===== config.mk =====
export PLATFORM = sky130hd
export DESIGN_NAME = norm_frame_ctrl
export DESIGN_NICKNAME = d
export VERILOG_FILES = /design/src/rtl/norm_frame_ctrl.sv
export SDC_FILE = /design/constraint.sdc
export NUM_CORES = 1
export LEC_CHECK = 0
export CAP_MARGIN = 30
export CORE_ASPECT_RATIO = 1.5
export CORE_MARGIN = 2
export CORE_UTILIZATION = 45
export CTS_CLUSTER_DIAMETER = 100
export DETAILED_ROUTE_END_ITERATION = 12
export PLACE_DENSITY_LB_ADDON = 0.12
export SLEW_MARGIN = 20
export SYNTH_ARGS = -nofsm -noshare
export SYNTH_HDL_FRONTEND = slang
export SYNTH_SLANG_ARGS = --single-unit

===== constraint.sdc =====
create_clock -name clk -period 3.4 [get_ports clk]
set_input_delay 0.85 -clock clk [delete_from_list [all_inputs] [get_ports clk]]
set_output_delay 0.85 -clock clk [all_outputs]
set_load 0.02 [all_outputs]

===== src/rtl/norm_frame_ctrl.sv =====
// Frame sequencer for the normalizer: denominator load, coefficient wait, start handshake,
// pixel-count overrun monitor. Define NORM_FRAME_CTRL_TIMEOUT_EN to add the RUN watchdog.
module norm_frame_ctrl #(
    parameter int OUT_ROWS       = 10,
    parameter int OUT_COLS       = 10,
    parameter int COEF_LAT       = 2,
    parameter int TIMEOUT_CYCLES = 65535
) (
    input  logic        clk,
    input  logic        reset,
    input  logic        host_start,
    input  logic [7:0]  host_denominator,
    output logic        host_busy,
    output logic        host_done,
    output logic        host_error,
    output logic [15:0] frame_count,
    output logic [7:0]  norm_denominator,
    output logic        norm_denominator_tvalid,
    output logic        nr_ap_start,
    input  logic        nr_ap_ready,
    input  logic        nr_ap_done,
    input  logic        seq_ap_idle,
    input  logic        pix_tvalid,
    input  logic        pix_tready,
    output logic        overrun
);
    localparam int NPIX   = OUT_ROWS * OUT_COLS;
    localparam int CNT_W  = $clog2(NPIX + 1);
    localparam int COEF_W = (COEF_LAT > 1) ? $clog2(COEF_LAT) : 1;
    localparam logic [CNT_W-1:0]  PIX_MAX   = CNT_W'(NPIX);
    localparam logic [COEF_W-1:0] COEF_LAST = COEF_W'((COEF_LAT > 0) ? COEF_LAT - 1 : 0);

`ifdef NORM_FRAME_CTRL_TIMEOUT_EN
    localparam int WD_W = $clog2(TIMEOUT_CYCLES + 1);
    localparam logic [WD_W-1:0] WD_LAST = WD_W'(TIMEOUT_CYCLES - 1);
    logic [WD_W-1:0] wd_cnt;
`else
    localparam int unused_timeout_cycles = TIMEOUT_CYCLES;
`endif

    typedef enum logic [2:0] {IDLE, LOAD, WAIT_COEF, START, RUN, DONE} state_t;

    state_t            state;
    logic [COEF_W-1:0] coef_cnt;
    logic [CNT_W-1:0]  pix_cnt;
    logic              pix_hs;

    assign pix_hs = pix_tvalid && pix_tready;

    // All outputs are registered and updated alongside the state they belong to.
    always_ff @(posedge clk) begin
        if (reset) begin
            state                   <= IDLE;
            coef_cnt                <= '0;
            pix_cnt                 <= '0;
            frame_count             <= '0;
            norm_denominator        <= '0;
            norm_denominator_tvalid <= 1'b0;
            nr_ap_start             <= 1'b0;
            host_busy               <= 1'b0;
            host_done               <= 1'b0;
            host_error              <= 1'b0;
            overrun                 <= 1'b0;
`ifdef NORM_FRAME_CTRL_TIMEOUT_EN
            wd_cnt                  <= '0;
`endif
        end else begin
            host_done  <= 1'b0;
            host_error <= 1'b0;
            case (state)
                IDLE: begin
                    if (host_start) begin
                        if (host_denominator != 8'd0) begin
                            state                   <= LOAD;
                            norm_denominator        <= host_denominator;
                            norm_denominator_tvalid <= 1'b1;
                            host_busy               <= 1'b1;
                            overrun                 <= 1'b0;
                        end else begin
                            host_error <= 1'b1;
                        end
                    end
                end
                LOAD: begin
                    coef_cnt <= '0;
                    if (COEF_LAT == 0) begin
                        state       <= START;
                        nr_ap_start <= 1'b1;
                    end else begin
                        state <= WAIT_COEF;
                    end
                end
                WAIT_COEF: begin
                    if (coef_cnt == COEF_LAST) begin
                        state       <= START;
                        nr_ap_start <= 1'b1;
                    end else begin
                        coef_cnt <= coef_cnt + COEF_W'(1);
                    end
                end
                START: begin
                    if (nr_ap_ready && seq_ap_idle) begin
                        state       <= RUN;
                        nr_ap_start <= 1'b0;
                        pix_cnt     <= '0;
`ifdef NORM_FRAME_CTRL_TIMEOUT_EN
                        wd_cnt      <= '0;
`endif
                    end
                end
                RUN: begin
                    // A handshake past a full frame flags overrun instead of counting.
                    if (pix_hs) begin
                        if (pix_cnt == PIX_MAX) begin
                            overrun <= 1'b1;
                        end else begin
                            pix_cnt <= pix_cnt + CNT_W'(1);
                        end
                    end
                    if (nr_ap_done) begin
                        state                   <= DONE;
                        host_done               <= 1'b1;
                        frame_count             <= frame_count + 16'd1;
                        norm_denominator_tvalid <= 1'b0;
                    end
`ifdef NORM_FRAME_CTRL_TIMEOUT_EN
                    else if (wd_cnt == WD_LAST) begin
                        state                   <= IDLE;
                        host_error              <= 1'b1;
                        host_busy               <= 1'b0;
                        norm_denominator_tvalid <= 1'b0;
                    end else begin
                        wd_cnt <= wd_cnt + WD_W'(1);
                    end
`endif
                end
                DONE: begin
                    state     <= IDLE;
                    host_busy <= 1'b0;
                end
                default: begin
                    state <= IDLE;
                end
            endcase
        end
    end
endmodule


==> impl_metrics.csv <==
group,metric,value,unit
critical_path,critical_path.reg2reg.startpoint,"state[2]",
logic_synthesis,postSynth.asyncResetShare,0,
floorplanning,num_io_pins,46,
timing,final.setup_skew,0.00567,ns
logic_synthesis,netlist_top_cells_count,"sky130_fd_sc_hd__dfxtp_1, sky130_fd_sc_hd__nor2_1, sky130_fd_sc_hd__nand2_1, sky130_fd_sc_hd__a21oi_1",
hold_path,hold_class,"reg -> reg",
critical_path,peak_fanout_along_the_critical_path,8,
timing,fmaxAchievable,410,MHz
drt,m1WireLength,1690,microns
critical_path,worst_reg2reg_path_depth,5,
power_and_ir_drop,power.static_leakage,0.833,nW
power_and_ir_drop,vdd_drop_max,0.000380,V
cts,cts_root_buffer,"sky130_fd_sc_hd__clkbuf_8",
place,port_buffers,45,
cts,worst_setup_hold_path_clk_slew,0.07,ns
power_and_ir_drop,sw_frac,0.242,
critical_path,worst_ep_arrival_time,2.62,ns
global_route,grt_max_degree,38,
drt,detail_route.drc_violations,0,
floorplanning,dieArea,4710,sq um
logic_synthesis,yosysWarningCount,0,
critical_path,crit-reg2reg-capture,"norm_denominator[5]",
critical_path,rrSetupSlack,1.43,ns
drt,post_drt_via_cell_ratio,5.41,
floorplanning,starting_density_of_the_core,0.474,
place,dpl.hpwl,3030,microns
hold_path,min_delay_worst_endpoint,"pix_cnt[6]",
logic_synthesis,post_synth.cell_area_avg,8.65,sq um
power_and_ir_drop,power.net_switching,0.230,mW
critical_path,cp_slowest_stage_delay,0.49,ns
drt,drt-wirelength-per-cell,13.3,microns
logic_synthesis,synth_sequential_area_ratio,0.437,
place,place_congestion,0.736,
cts,cts_tree,"built",
global_route,grt.total_usage,0.183,
drt,drtPass1Iterations,4,
cts,clock_tree.buffer_depth,2,
finish,layout.cells.non_filler,306,
hold_path,min_delay_src,"pix_cnt[6]",
timing,actual_slew_at_the_worst_max_slew_pin,0.599,ns
cts,total_cts_buffers,5,
floorplanning,floorplan.core_area,3960,sq um
global_route,grt_pass1_wl,6960,microns
logic_synthesis,netlist-cell-type-count,44,
logic_synthesis,syn-cell-area,1880,sq um
logic_synthesis,synth_enable_flop_cells,0,
hold_path,worst_hold_stages,1,
critical_path,crit_slowest_cell,"sky130_fd_sc_hd__or4b_1",
timing,setup-violations-final,0,
drt,met2WireLength,2170,microns
logic_synthesis,synth_top_area_cell,"sky130_fd_sc_hd__dfxtp_1",
finish,drive_gt1_frac,0.0498,
timing,period_share,0.718,
logic_synthesis,synth.ff_latch_count,41,
global_route,grt_overflow_total,0,
drt,count_of_vias_placed_by_the_detailed_router,1655,
cts,clkLatencyLatePin,0.29,ns
cts,cts.repair_timing.setup_buffer_count,0,
timing,rsz0062_at_grt,"no",
logic_synthesis,mappedNetlistNets,236,
cts,cts_resized,0,
floorplanning,die_height,83.1,microns
cts,cts_hold_bufs,0,
timing,maxSlewViolCount,0,
place,place_inst,299,
logic_synthesis,netlist_instances,217,
logic_synthesis,yosys.cell_count.top_type,"sky130_fd_sc_hd__dfxtp_1",
drt,wl_met3,128,microns
drt,drtAntennaViolNets,0,
status,run_status,"complete, no violations",
power_and_ir_drop,clock_power_share,0.338,
finish,number_of_inserted_diodes,0,
timing,finalHoldViolations,0,
drt,top_signal_layer_used,"met4",
drt,initialDrtViolationCount,48,
drt,drt_wl_total,4070,microns
cts,htree_num_levels,2,
critical_path,critical_path.startpoint_type,"input port",
cts,tritoncts_num_sinks,41,
power_and_ir_drop,share_comb_of_total_power,0.123,
global_route,via_count_of_the_first_global_routing_pass,1520,
critical_path,criticalPathCategory,"in -> reg",
critical_path,cp.required,3.57,ns
run,cap_violations,0,
finish,n_fill_cell,362,
power_and_ir_drop,seq_power_share,0.539,
finish,area_growth,29.3,%
logic_synthesis,synth.top_cells.by_area,"sky130_fd_sc_hd__dfxtp_1, sky130_fd_sc_hd__nor2_1, sky130_fd_sc_hd__a21oi_1, sky130_fd_sc_hd__mux2i_1, sky130_fd_sc_hd__nand2_1",
power_and_ir_drop,power_density,391,nW/um^2
timing,relative_slew_slack,0.600,
critical_path,end_kind,"flip-flop",
power_and_ir_drop,internal_power,0.718,mW
logic_synthesis,synth_ff_type,"sky130_fd_sc_hd__dfxtp_1",
logic_synthesis,synth_largest_type_area_fraction,0.437,
floorplanning,fp.dieW,56.7,microns
global_route,grt_antenna_before_repair,0,
floorplanning,std_cell_rows,28,
timing,final.min_clock_period,2.44,ns
finish,finish.net_count,280,
finish,finalCoreUtilization,0.613,
critical_path,path_cells,"clkdlybuf4s50_1 -> or4b_1 -> a21oi_1 -> buf_4 -> mux2i_1 -> nor2_1",
timing,setup_total_negative_slack,0,ns
## critical path, delay by kind of cell
family | cells | cell delay, ns
muxes | 1 | 0.20
and+or+nand+nor | 2 | 0.54
AOI/OAI and AO/OA | 1 | 0.29
buffers and inverters | 2 | 0.73
## logic make-up (layout without fill, tap and decap cells)
kind of cell / Yosys count / after routing / synth area share
adders and majority gates: 3 / 3 / 0.0200
DFF: 41 / 41 / 0.437
xor gates and xnor gates: 9 / 9 / 0.0420
buffers and inverters: 18 / 62 / 0.0493
and+or+nand+nor: 94 / 94 / 0.267
AOI/OAI and AO/OA: 44 / 44 / 0.142
muxes: 8 / 8 / 0.0427
## power groups by stage
| stage | combinational (mW) | sequential [mW] | clock (mW) |
|---|---|---|---|
| 2_1_floorplan | 0.0578 | 0.529 | 0 |
| 3_3_place_gp | 0.117 | 0.522 | 0 |
| 3_5_place_dp | 0.118 | 0.522 | 0 |
| 4_1_cts | 0.118 | 0.511 | 0.329 |
| 5_1_grt | 0.127 | 0.514 | 0.349 |
| 6_report | 0.117 | 0.511 | 0.320 |
## through the flow
step	setup slack, ns	instance area, sq um	total power [mW]	hold slack, ns
floorplan	1.29	1880	0.587	0.439
global placement	0.692	2340	0.640	0.462
detailed placement	0.647	2340	0.640	0.465
CTS	0.965	2430	0.959	0.479
global route	0.872	2430	0.989	0.518
finish	0.958	2430	0.948	0.473
## how the worst max path moves through the flow
stage               slack [ns]  startpoint             endpoint  depth (start not counted)
floorplan                 1.29  nr_ap_done      frame_count[15]                          6
global placement          0.69  host_start  norm_denominator[6]                          6
detailed placement        0.65  host_start  norm_denominator[7]                          6
CTS                       0.97  host_start  norm_denominator[5]                          6
global route              0.87  host_start  norm_denominator[7]                          6
finish                    0.96  host_start  norm_denominator[5]                          6
## final cells by class
type | count | area (sq um) | area share
clock buffer | 7 | 86.3 | 0.0356
inverter | 7 | 26.3 | 0.0108
multi-input combinational | 158 | 963 | 0.397
sequential | 41 | 821 | 0.338
tap | 45 | 56.3 | 0.0232
timing repair buffer | 48 | 473 | 0.195
## flip-flops by register name, indices dropped and copies added (netlist names)
name,count
norm_denominator_tvalid,1
nr_ap_start,1
host_busy,1
state,3
pix_cnt,7
norm_denominator,8
frame_count,16
host_error,1
host_done,1
overrun,1
coef_cnt,1
## metal layers
layer	GRT usage	vias up
met1	0.206	760
met4	0.0740	0
met5	0	-
met2	0.326	30
met3	0.0405	8
li1	-	857
## cell usage in the layout (no fill, tap or decap), types with 2 or more instances in the layout
cell type,synthesis,layout
sky130_fd_sc_hd__xnor2_1,5,5
sky130_fd_sc_hd__nand2_1,19,19
sky130_fd_sc_hd__nor3_1,7,7
sky130_fd_sc_hd__a21oi_1,17,17
sky130_fd_sc_hd__nand4_1,4,4
sky130_fd_sc_hd__nor2b_1,4,4
sky130_fd_sc_hd__a41oi_1,2,2
sky130_fd_sc_hd__buf_4,0,3
sky130_fd_sc_hd__and3_1,3,3
sky130_fd_sc_hd__nor2_1,25,25
sky130_fd_sc_hd__mux2i_1,8,8
sky130_fd_sc_hd__o21ai_0,10,10
sky130_fd_sc_hd__or3_1,6,6
sky130_fd_sc_hd__nand2b_1,2,2
sky130_fd_sc_hd__xor2_1,4,4
sky130_fd_sc_hd__nor4_1,4,4
sky130_fd_sc_hd__a31oi_1,5,5
sky130_fd_sc_hd__clkbuf_8,0,6
sky130_fd_sc_hd__nand3_1,10,10
sky130_fd_sc_hd__inv_1,7,7
sky130_fd_sc_hd__clkdlybuf4s50_1,0,45
sky130_fd_sc_hd__dfxtp_1,41,41
sky130_fd_sc_hd__ha_1,3,3
(Power assumes the default switching activity.)
